===== src/rtl/multi_nand.sv =====
// multi_nand: registered two-input NAND computed three independent ways
// (gate primitives, procedural block, continuous assign). The three results
// are captured together and cross-checked; disagreements are flagged and
// counted in a saturating counter. The inject input corrupts bit 0 of the
// dataflow path so the checker itself can be exercised.
module multi_nand #(
  parameter int WIDTH = 1,
  parameter int CNT_W = 8
) (
  input  logic             clk,
  input  logic             rst,
  input  logic             in_valid,
  input  logic [WIDTH-1:0] a,
  input  logic [WIDTH-1:0] b,
  input  logic             inject,
  output logic [WIDTH-1:0] out_gate,
  output logic [WIDTH-1:0] out_beh,
  output logic [WIDTH-1:0] out_df,
  output logic             out_valid,
  output logic             mismatch,
  output logic [CNT_W-1:0] err_count
);

  localparam logic [CNT_W-1:0] CNT_MAX = '1;

  logic [WIDTH-1:0] g;
  logic [WIDTH-1:0] h;
  logic [WIDTH-1:0] d;
  logic             disagree;

  logic [WIDTH-1:0] out_gate_q, out_gate_d;
  logic [WIDTH-1:0] out_beh_q,  out_beh_d;
  logic [WIDTH-1:0] out_df_q,   out_df_d;
  logic             out_valid_q, out_valid_d;
  logic             mismatch_q,  mismatch_d;
  logic [CNT_W-1:0] err_count_q, err_count_d;

  // Gate-level path: one nand primitive per bit.
  genvar gi;
  generate
    for (gi = 0; gi < WIDTH; gi++) begin : g_nand
      nand u_nand (g[gi], a[gi], b[gi]);
    end
  endgenerate

  // Behavioural path: per-bit logical NAND in a procedural block.
  always @* begin
    h = '0;
    for (int i = 0; i < WIDTH; i++) begin
      h[i] = !(a[i] && b[i]);
    end
  end

  // Dataflow path, with the diagnostic flip applied to bit 0 only.
  assign d = ~(a & b) ^ WIDTH'(inject);

  assign disagree = (g != h) || (g != d);

  // Next-state: capture on in_valid, otherwise hold results and drop flags.
  always_comb begin
    out_gate_d  = out_gate_q;
    out_beh_d   = out_beh_q;
    out_df_d    = out_df_q;
    out_valid_d = 1'b0;
    mismatch_d  = 1'b0;
    err_count_d = err_count_q;
    if (in_valid) begin
      out_gate_d  = g;
      out_beh_d   = h;
      out_df_d    = d;
      out_valid_d = 1'b1;
      mismatch_d  = disagree;
      if (disagree && (err_count_q != CNT_MAX)) begin
        err_count_d = err_count_q + CNT_W'(1);
      end
    end
  end

  // State registers with synchronous reset overriding everything else.
  always_ff @(posedge clk) begin
    if (rst) begin
      out_gate_q  <= '0;
      out_beh_q   <= '0;
      out_df_q    <= '0;
      out_valid_q <= 1'b0;
      mismatch_q  <= 1'b0;
      err_count_q <= '0;
    end else begin
      out_gate_q  <= out_gate_d;
      out_beh_q   <= out_beh_d;
      out_df_q    <= out_df_d;
      out_valid_q <= out_valid_d;
      mismatch_q  <= mismatch_d;
      err_count_q <= err_count_d;
    end
  end

  assign out_gate  = out_gate_q;
  assign out_beh   = out_beh_q;
  assign out_df    = out_df_q;
  assign out_valid = out_valid_q;
  assign mismatch  = mismatch_q;
  assign err_count = err_count_q;

endmodule


===== config.mk =====
export PLATFORM = sky130hd
export DESIGN_NAME = multi_nand
export DESIGN_NICKNAME = d
export VERILOG_FILES = /design/src/rtl/multi_nand.sv
export SDC_FILE = /design/constraint.sdc
export NUM_CORES = 1
export LEC_CHECK = 0
export ABC_AREA = 0
export CAP_MARGIN = 20
export CORE_MARGIN = 1.5
export CORE_UTILIZATION = 43
export CTS_CLUSTER_DIAMETER = 60
export DETAILED_ROUTE_END_ITERATION = 7
export PLACE_DENSITY = 0.76
export REMOVE_ABC_BUFFERS = 1
export SETUP_SLACK_MARGIN = 0.05
export SYNTH_ARGS = -nofsm -noshare
export SYNTH_HDL_FRONTEND = slang
export SYNTH_SLANG_ARGS = --single-unit

===== constraint.sdc =====
create_clock -name clk -period 1.9 [get_ports clk]
set_input_delay 0.38 -clock clk [delete_from_list [all_inputs] [get_ports clk]]
set_output_delay 0.38 -clock clk [all_outputs]
set_load 0.005 [all_outputs]

Word level (Yosys, flattened, before mapping)
Cells that the tools add are included.
- register bits: 13
- latch bits: 0
- RAM bits: 0
- memory bits (read-only): 0
- input port bits: 6
- output and inout bits: 13
- logic and storage cells: 21
- memories: 0
- add/subtract/negate cells: 1
- multiply operators: 0
- divide/modulo/power cells: 0
- order comparisons: 0
- eq/ne operators: 3
- shift operators: 0
- mux-type cells: 1
- bitwise gates (word level): 4
- reductions and logical operators: 6
- operator list (kind ; number):
    8-bit by 1-bit adder with 8-bit output (second input constant) ; 1
    8-bit != test (second input constant) ; 1
    1-bit logical AND ; 2
    1-bit != test ; 2
    1-bit inverter ; 2
    2-bit AND reduction ; 1
    2-bit OR reduction ; 1
    1-bit AND ; 1
    1-bit logical NOT ; 1
    1-bit logical OR ; 1
    1-bit two-way mux ; 1
    1-bit XOR ; 1

Longest topological paths before layout
Gate-level depths: netlist (run 1).
- depth after elaboration: 7
- depth in mapped cells: 4
- mapped depth without buffers: 4

Worst setup path before layout (run 1)
OpenSTA, ideal clock, no wires.
- path kind: register to register
- from: register err_count_q[0] (netlist: err_count[0])
- to: register err_count_q[3] (netlist: err_count[3])
- setup time: 0.123 ns
- arrival time: 1.349 ns
- data required time: 1.777 ns
- slack: 0.427 ns
- stages on the path, launching flop included: 5
- buffers on the path: 0
- period minus slack after synthesis: 1.473 ns
- cells stage by stage: dfxtp_1 > ha_1 > and3_1 > a211oi_1 > mux2_1
- longest elaborated chain between the ends: 3
- elaborated cells on any way between the ends: 4
- those cells by class: add/sub: 1; eq/ne: 1; reduce/logical: 2
- ends and longest elaborated chain (element ; RTL line ; RTL):
    start, declared ; 36 ; logic [CNT_W-1:0] err_count_q, err_count_d;
    start signal, assigned ; 94 ; err_count_q <= err_count_d;
    parallel branches: the longest is 3 deep, another holds 8-bit by 1-bit adder with 8-bit output ; n/a ;
Several ways; the timed one is not identified.
A chain may end at the register's enable or synchronous reset.

Worst setup path in the final report (run 1)
- from: register err_count_q[0] (netlist: err_count[0])
- to: register err_count_q[5] (netlist: err_count[5])
The elaborated chain is that of the path after synthesis.

==> results.sh, run 1 <==
export IMPL_track_usage_pct=20.0
export IMPL_swShare_pct=23.0
export IMPL_slew_headroom_pct=76.9
export IMPL_drv_slew=0
export IMPL_fin_crit_sh_pct=86.7
export IMPL_cts_setup_buffers=0
export IMPL_cts_sinks=12
export IMPL_final_setup_viol_count=0
export IMPL_fin_crit_ns=1.65
export IMPL_ys_ff_latch=12
export IMPL_arrival_ns=1.81
export IMPL_netSwitchingPower_w=0.000110
export IMPL_port_buffers=18
export IMPL_cts_max_level=1
export IMPL_grt_pass1_vias=478
export IMPL_status="finished clean"
export IMPL_synth_top_family_by_area="simple AND/OR/NAND/NOR gates"
export IMPL_tns_ns=0
export IMPL_worst_path_buf_inv=0
export IMPL_cp_max_fo=6
export IMPL_final_antenna_net_count=0
export IMPL_ir_drop_uv=304
export IMPL_area_growth_synth_to_final_pct=35.9
export IMPL_ys_seq_area_share_pct=41.3
export IMPL_first_pass_iters=4
export IMPL_syn_mean_instance_area_um2=8.95
export IMPL_min_path_type="reg -> reg"
export IMPL_wl_per_cell_um=12.3
export IMPL_synth_xor_area_share_pct=0
export IMPL_hpwl_um=931
export IMPL_syn_area_um2=582
export IMPL_drc=0
export IMPL_final_common_cell="clkdlybuf4s50_1"
export IMPL_start_util_pct=45.3
export IMPL_grt_pass1_wl_um=2100
export IMPL_fp_coreArea_mm2=0.00128
export IMPL_pwr_share_comb_pct=12.3
export IMPL_insertion_delay_ns=0.27
export IMPL_clkPwrFrac_pct=32.3
export IMPL_startpoint_type="flop"
export IMPL_worst_setup_path_end_kind="flop"
export IMPL_slowest_delay_ns=0.37
export IMPL_io_pins=19
export IMPL_layout_cells_most_common_list="18 x clkdlybuf4s50_1, 12 x dfxtp_1, 6 x nor2_1"
export IMPL_overflow=0
export IMPL_crit_chain="ha_1, and3_1, a211oi_1, mux2_1"
export IMPL_synth_warnings=0
export IMPL_rows=13
export IMPL_worst_slew_pin_slew_ns=0.346
export IMPL_synthAdderAreaFrac_pct=2.15
export IMPL_grt_setup_unrepaired="false"
export IMPL_clock_skew_final_ns=0.00681
export IMPL_ys_types=29
export IMPL_num_fill_cells=109
export IMPL_drive_gt1_share_pct=8.33
export IMPL_drt_iter0_drc=13
export IMPL_clockRootBuffer="clkbuf_4"
export IMPL_antenna_cells=0
export IMPL_critPathKind="reg -> reg"
export IMPL_cellPowerDensity_mw_per_mm2=603
export IMPL_cts_hold_buffers=0
export IMPL_die_w_um=39.8
export IMPL_cts_tree="built"
export IMPL_leakage_nw=0.291
export IMPL_maxCapViolCount=0
export IMPL_ctsResizeCount=0
export IMPL_syn_inst=65
export IMPL_viasPerCell=5.29
export IMPL_numCtsBuffers=3
export IMPL_vias=524
export IMPL_clockBufferDepth=2
export IMPL_dp_cells=96
export IMPL_cpLargestDelayFamily="multiplexers"
export IMPL_final_net_count=93
export IMPL_power_frac_seq_pct=55.5
export IMPL_p_int_w=0.000367
export IMPL_die_h_um=39.8
export IMPL_grt_max_degree=11
export IMPL_yosys_area_share_simple_pct=25.6
export IMPL_holdWs_ns=0.468
export IMPL_synthMuxAreaShare_pct=7.53
export IMPL_crit_slowest_cell="mux2_1"
export IMPL_antenna_found_initial=0
export IMPL_wirelength_um=1220
export IMPL_hold_violations=0
export IMPL_max_freq_ghz=0.607
export IMPL_die_area_mm2=0.00158
export IMPL_cp_required_ns=2.06
export IMPL_final_cells=99
export IMPL_clk_pin_slew_ns=0.07
export IMPL_routabilityCongestion=0.787
export IMPL_synth_compound_area_share_pct=17.4
[layer usage]
layer	routed length, µm	vias up	track usage (%)
met2	567	15	32.4
met1	576	226	24.9
met3	48	3	3.41
met5	0	-	0
met4	23	0	10.3
li1	-	280	-
[power by group through the flow]
stage	Clock [W]	Combinational [W]	Sequential [W]
final	0.000154	0.0000585	0.000265
after global routing	0.000167	0.0000646	0.000266
after CTS	0.000157	0.0000588	0.000265
after detailed placement	0	0.0000583	0.000270
after global placement	0	0.0000578	0.000270
after floorplan	0	0.0000158	0.000271
[worst min-delay path, cell delays in order (launching register included)]
cell,delay [ns]
dfxtp_1,0.31
nand2b_1,0.06
a21oi_1,0.05
[final timing paths]
kind | endpoint | depth (start not counted) | slack (ns) | start
worst min-delay path | out_df | 2 | 0.47 | out_df
worst max-delay path | err_count[5] | 4 | 0.25 | err_count[0]
worst min register to register | out_df | 2 | 0.47 | out_df
worst max register to register | err_count[5] | 4 | 0.25 | err_count[0]
[metrics by stage]
step | power (W) | instance area [µm²] | worst slack [ns] | utilization, %
final | 0.000477 | 791 | 0.252 | 61.5
after global routing | 0.000497 | 791 | 0.132 | 61.5
after CTS | 0.000480 | 791 | 0.258 | 61.5
after detailed placement | 0.000329 | 768 | 0.0532 | 59.8
after global placement | 0.000328 | 768 | 0.129 | 59.8
after floorplan | 0.000287 | 554 | 0.427 | -
[cells by family (layout without fill, tap and decap cells)]
logic type | count (synthesis) | after routing
DFF | 12 | 12
AOI/OAI and AO/OA | 15 | 15
and+or+nand+nor | 27 | 27
buffers and inverters | 6 | 25
adders and majority gates | 1 | 1
muxes | 4 | 4
[cell type report]
class                   instances  area, µm²  share of cell area [%]
well taps                      15       18.8                    2.37
flip-flops and latches         12        240                    30.4
inverters                       2       7.51                   0.949
repair buffers                 20        195                    24.7
multi-input cells              47        307                    38.8
clock buffers                   3       22.5                    2.85
[synthesized netlist by cell type]
cell | number | area (µm²)
mux2i_1 | 1 | 10.0
buf_2 | 1 | 5.00
nor2b_1 | 4 | 25.0
and4_1 | 2 | 17.5
a21oi_2 | 1 | 8.76
or4_1 | 1 | 7.51
buf_4 | 1 | 7.51
buf_6 | 1 | 11.3
o31ai_1 | 1 | 7.51
a21oi_1 | 5 | 25.0
dfxtp_1 | 12 | 240
mux2_1 | 3 | 33.8
a311oi_1 | 2 | 17.5
ha_1 | 1 | 12.5
a211oi_1 | 3 | 22.5
nand3_1 | 4 | 20.0
nand2_1 | 2 | 7.51
nor2_1 | 6 | 22.5
a31oi_1 | 1 | 6.26
nand2_2 | 1 | 6.26
nor3_1 | 1 | 5.00
o21ai_0 | 1 | 5.00
nand2b_1 | 1 | 6.26
nor4_1 | 1 | 6.26
inv_1 | 2 | 7.51
clkbuf_1 | 1 | 3.75
nand4_1 | 2 | 12.5
o31a_1 | 1 | 8.76
and3_1 | 2 | 12.5
[registers in the layout, indices dropped and copies added, names as in the netlist]
| register | flops |
|---|---|
| out_gate | 1 |
| mismatch | 1 |
| out_df | 1 |
| err_count | 8 |
| out_valid | 1 |
(Power assumes the default switching activity.)
==> run 2: changes to the inputs <==
- CORE_MARGIN: 1.5 -> default
==> run 2 against run 1 <==
- fmax grew 1.3%
- final area grew 2.5%
- routed wire length shrank 2.9%
- hold slack gained 0.0062 ns
- cell count grew 1.0%
- count of clock-buffer cells in the layout grew 1
- via count grew 4.4%
- clock skew shrank 0.0044 ns
==> results.sh, run 2 (synthesis results as in run 1) <==
export IMPL_utilization_pct=68.4
export IMPL_power_frac_seq_pct=50.1
export IMPL_grt_setup_unrepaired="false"
export IMPL_cpLargestDelayFamily="buffers and inverters"
export IMPL_clockBufferDepth=2
export IMPL_drt_iter0_drc=5
export IMPL_drv_slew=0
export IMPL_maxCapViolCount=0
export IMPL_layout_cells_most_common_list="18 x clkdlybuf4s50_1, 12 x dfxtp_1, 6 x nor2_1"
export IMPL_wirelength_um=1180
export IMPL_start_util_pct=49.1
export IMPL_cts_max_level=1
export IMPL_fin_crit_sh_pct=85.6
export IMPL_track_usage_pct=20.1
export IMPL_final_net_count=94
export IMPL_final_setup_viol_count=0
export IMPL_swShare_pct=22.1
export IMPL_worst_setup_path_end_kind="primary output"
export IMPL_cts_sinks=12
export IMPL_die_area_mm2=0.00150
export IMPL_numCtsBuffers=3
export IMPL_cts_setup_buffers=0
export IMPL_startpoint_type="flop"
export IMPL_clock_skew_final_ns=0.00243
export IMPL_io_pins=19
export IMPL_cp_max_fo=7
export IMPL_overflow=0
export IMPL_die_h_um=38.8
export IMPL_netSwitchingPower_w=0.000117
export IMPL_rrSetupSlack_ns=0.32
export IMPL_fin_crit_ns=1.63
export IMPL_fp_coreArea_mm2=0.00119
export IMPL_pwr_share_comb_pct=11.3
export IMPL_critPathKind="reg -> out"
export IMPL_antenna_cells=0
export IMPL_cts_hold_buffers=0
export IMPL_first_pass_iters=3
export IMPL_cp_required_ns=1.52
export IMPL_clk_pin_slew_ns=0.08
export IMPL_slowest_delay_ns=0.54
export IMPL_area_growth_synth_to_final_pct=39.4
export IMPL_fin_ws_ns=0.274
export IMPL_hpwl_um=860
export IMPL_dp_slack_ns=0.113
export IMPL_viasPerCell=5.47
export IMPL_insertion_delay_ns=0.27
export IMPL_dp_cells=96
export IMPL_status="finished clean"
export IMPL_slew_headroom_pct=80.0
export IMPL_worst_path_buf_inv=1
export IMPL_final_antenna_net_count=0
export IMPL_vias=547
export IMPL_crit_slowest_cell="clkdlybuf4s50_1"
export IMPL_cts_tree="built"
export IMPL_crit_chain="clkdlybuf4s50_1"
export IMPL_largest_reg_flops=8
export IMPL_grt_pass1_wl_um=2080
export IMPL_port_buffers=18
export IMPL_final_cells=100
export IMPL_leakage_nw=0.303
export IMPL_min_path_type="reg -> reg"
export IMPL_ir_drop_uv=489
export IMPL_clkPwrFrac_pct=38.5
export IMPL_rows=12
export IMPL_hold_violations=0
export IMPL_p_int_w=0.000411
export IMPL_worst_slew_pin_slew_ns=0.300
export IMPL_grt_max_degree=10
export IMPL_arrival_ns=1.25
export IMPL_clockRootBuffer="clkbuf_4"
export IMPL_ctsResizeCount=0
export IMPL_drc=0
export IMPL_die_w_um=38.8
export IMPL_tns_ns=0
export IMPL_routabilityCongestion=0.782
export IMPL_final_common_cell="clkdlybuf4s50_1"
export IMPL_num_fill_cells=104
export IMPL_wl_per_cell_um=11.8
export IMPL_max_freq_ghz=0.615
export IMPL_cellPowerDensity_mw_per_mm2=651
export IMPL_drive_gt1_share_pct=10.5
export IMPL_grt_pass1_vias=505
export IMPL_antenna_found_initial=0
run 2: final cells by class:
type / instances / area (µm²) / share of cell area, %
multi-input cells: 47 / 307 / 37.8
flip-flops and latches: 12 / 240 / 29.6
repair buffers: 21 / 203 / 25.0
clock buffers: 4 / 36.3 / 4.48
well taps: 14 / 17.5 / 2.16
inverters: 2 / 7.51 / 0.926
run 2: routing by layer:
metal  track usage (%)  vias to the layer above  wire, µm
met5                 0                        -         0
met2              30.0                       14       535
met3              4.05                        2        64
li1                  -                      280         -
met1              26.0                      251       570
met4              12.9                        0        10
run 2: power by group through the flow:
stage	Sequential, W	Clock, W	Combinational, W
floorplan	0.000271	0	0.0000158
global placement	0.000271	0	0.0000597
detailed placement	0.000271	0	0.0000598
CTS	0.000265	0.000209	0.0000603
global route	0.000266	0.000220	0.0000669
finish	0.000265	0.000203	0.0000598
run 2: per-stage QoR:
step                area [µm²]  total power (W)  hold slack, ns
floorplan                  554         0.000287           0.449
CTS                        811         0.000534           0.477
finish                     811         0.000528           0.475
global placement           774         0.000330           0.458
global route               811         0.000553           0.511
detailed placement         774         0.000330           0.465
run 2: final timing paths:
| path | from | to | cells past startpoint |
|---|---|---|---|
| worst max-delay path | err_count[2] | err_count[2] | 1 |
| worst min-delay path | out_df | out_df | 2 |
| worst max register to register | err_count[0] | err_count[5] | 4 |
| worst min register to register | out_df | out_df | 2 |
run 2: tightest hold or removal path: stages (launching register included):
cell and delay, ns:
dfxtp_1 0.32, nand2b_1 0.06, a21oi_1 0.05
==> run 3: changes to the inputs <==
- CTS_CLUSTER_SIZE: default -> 10
- SLEW_MARGIN: default -> 20
==> results of run 3 <==
Final layout, timing and power as in run 2 (identical DEF).
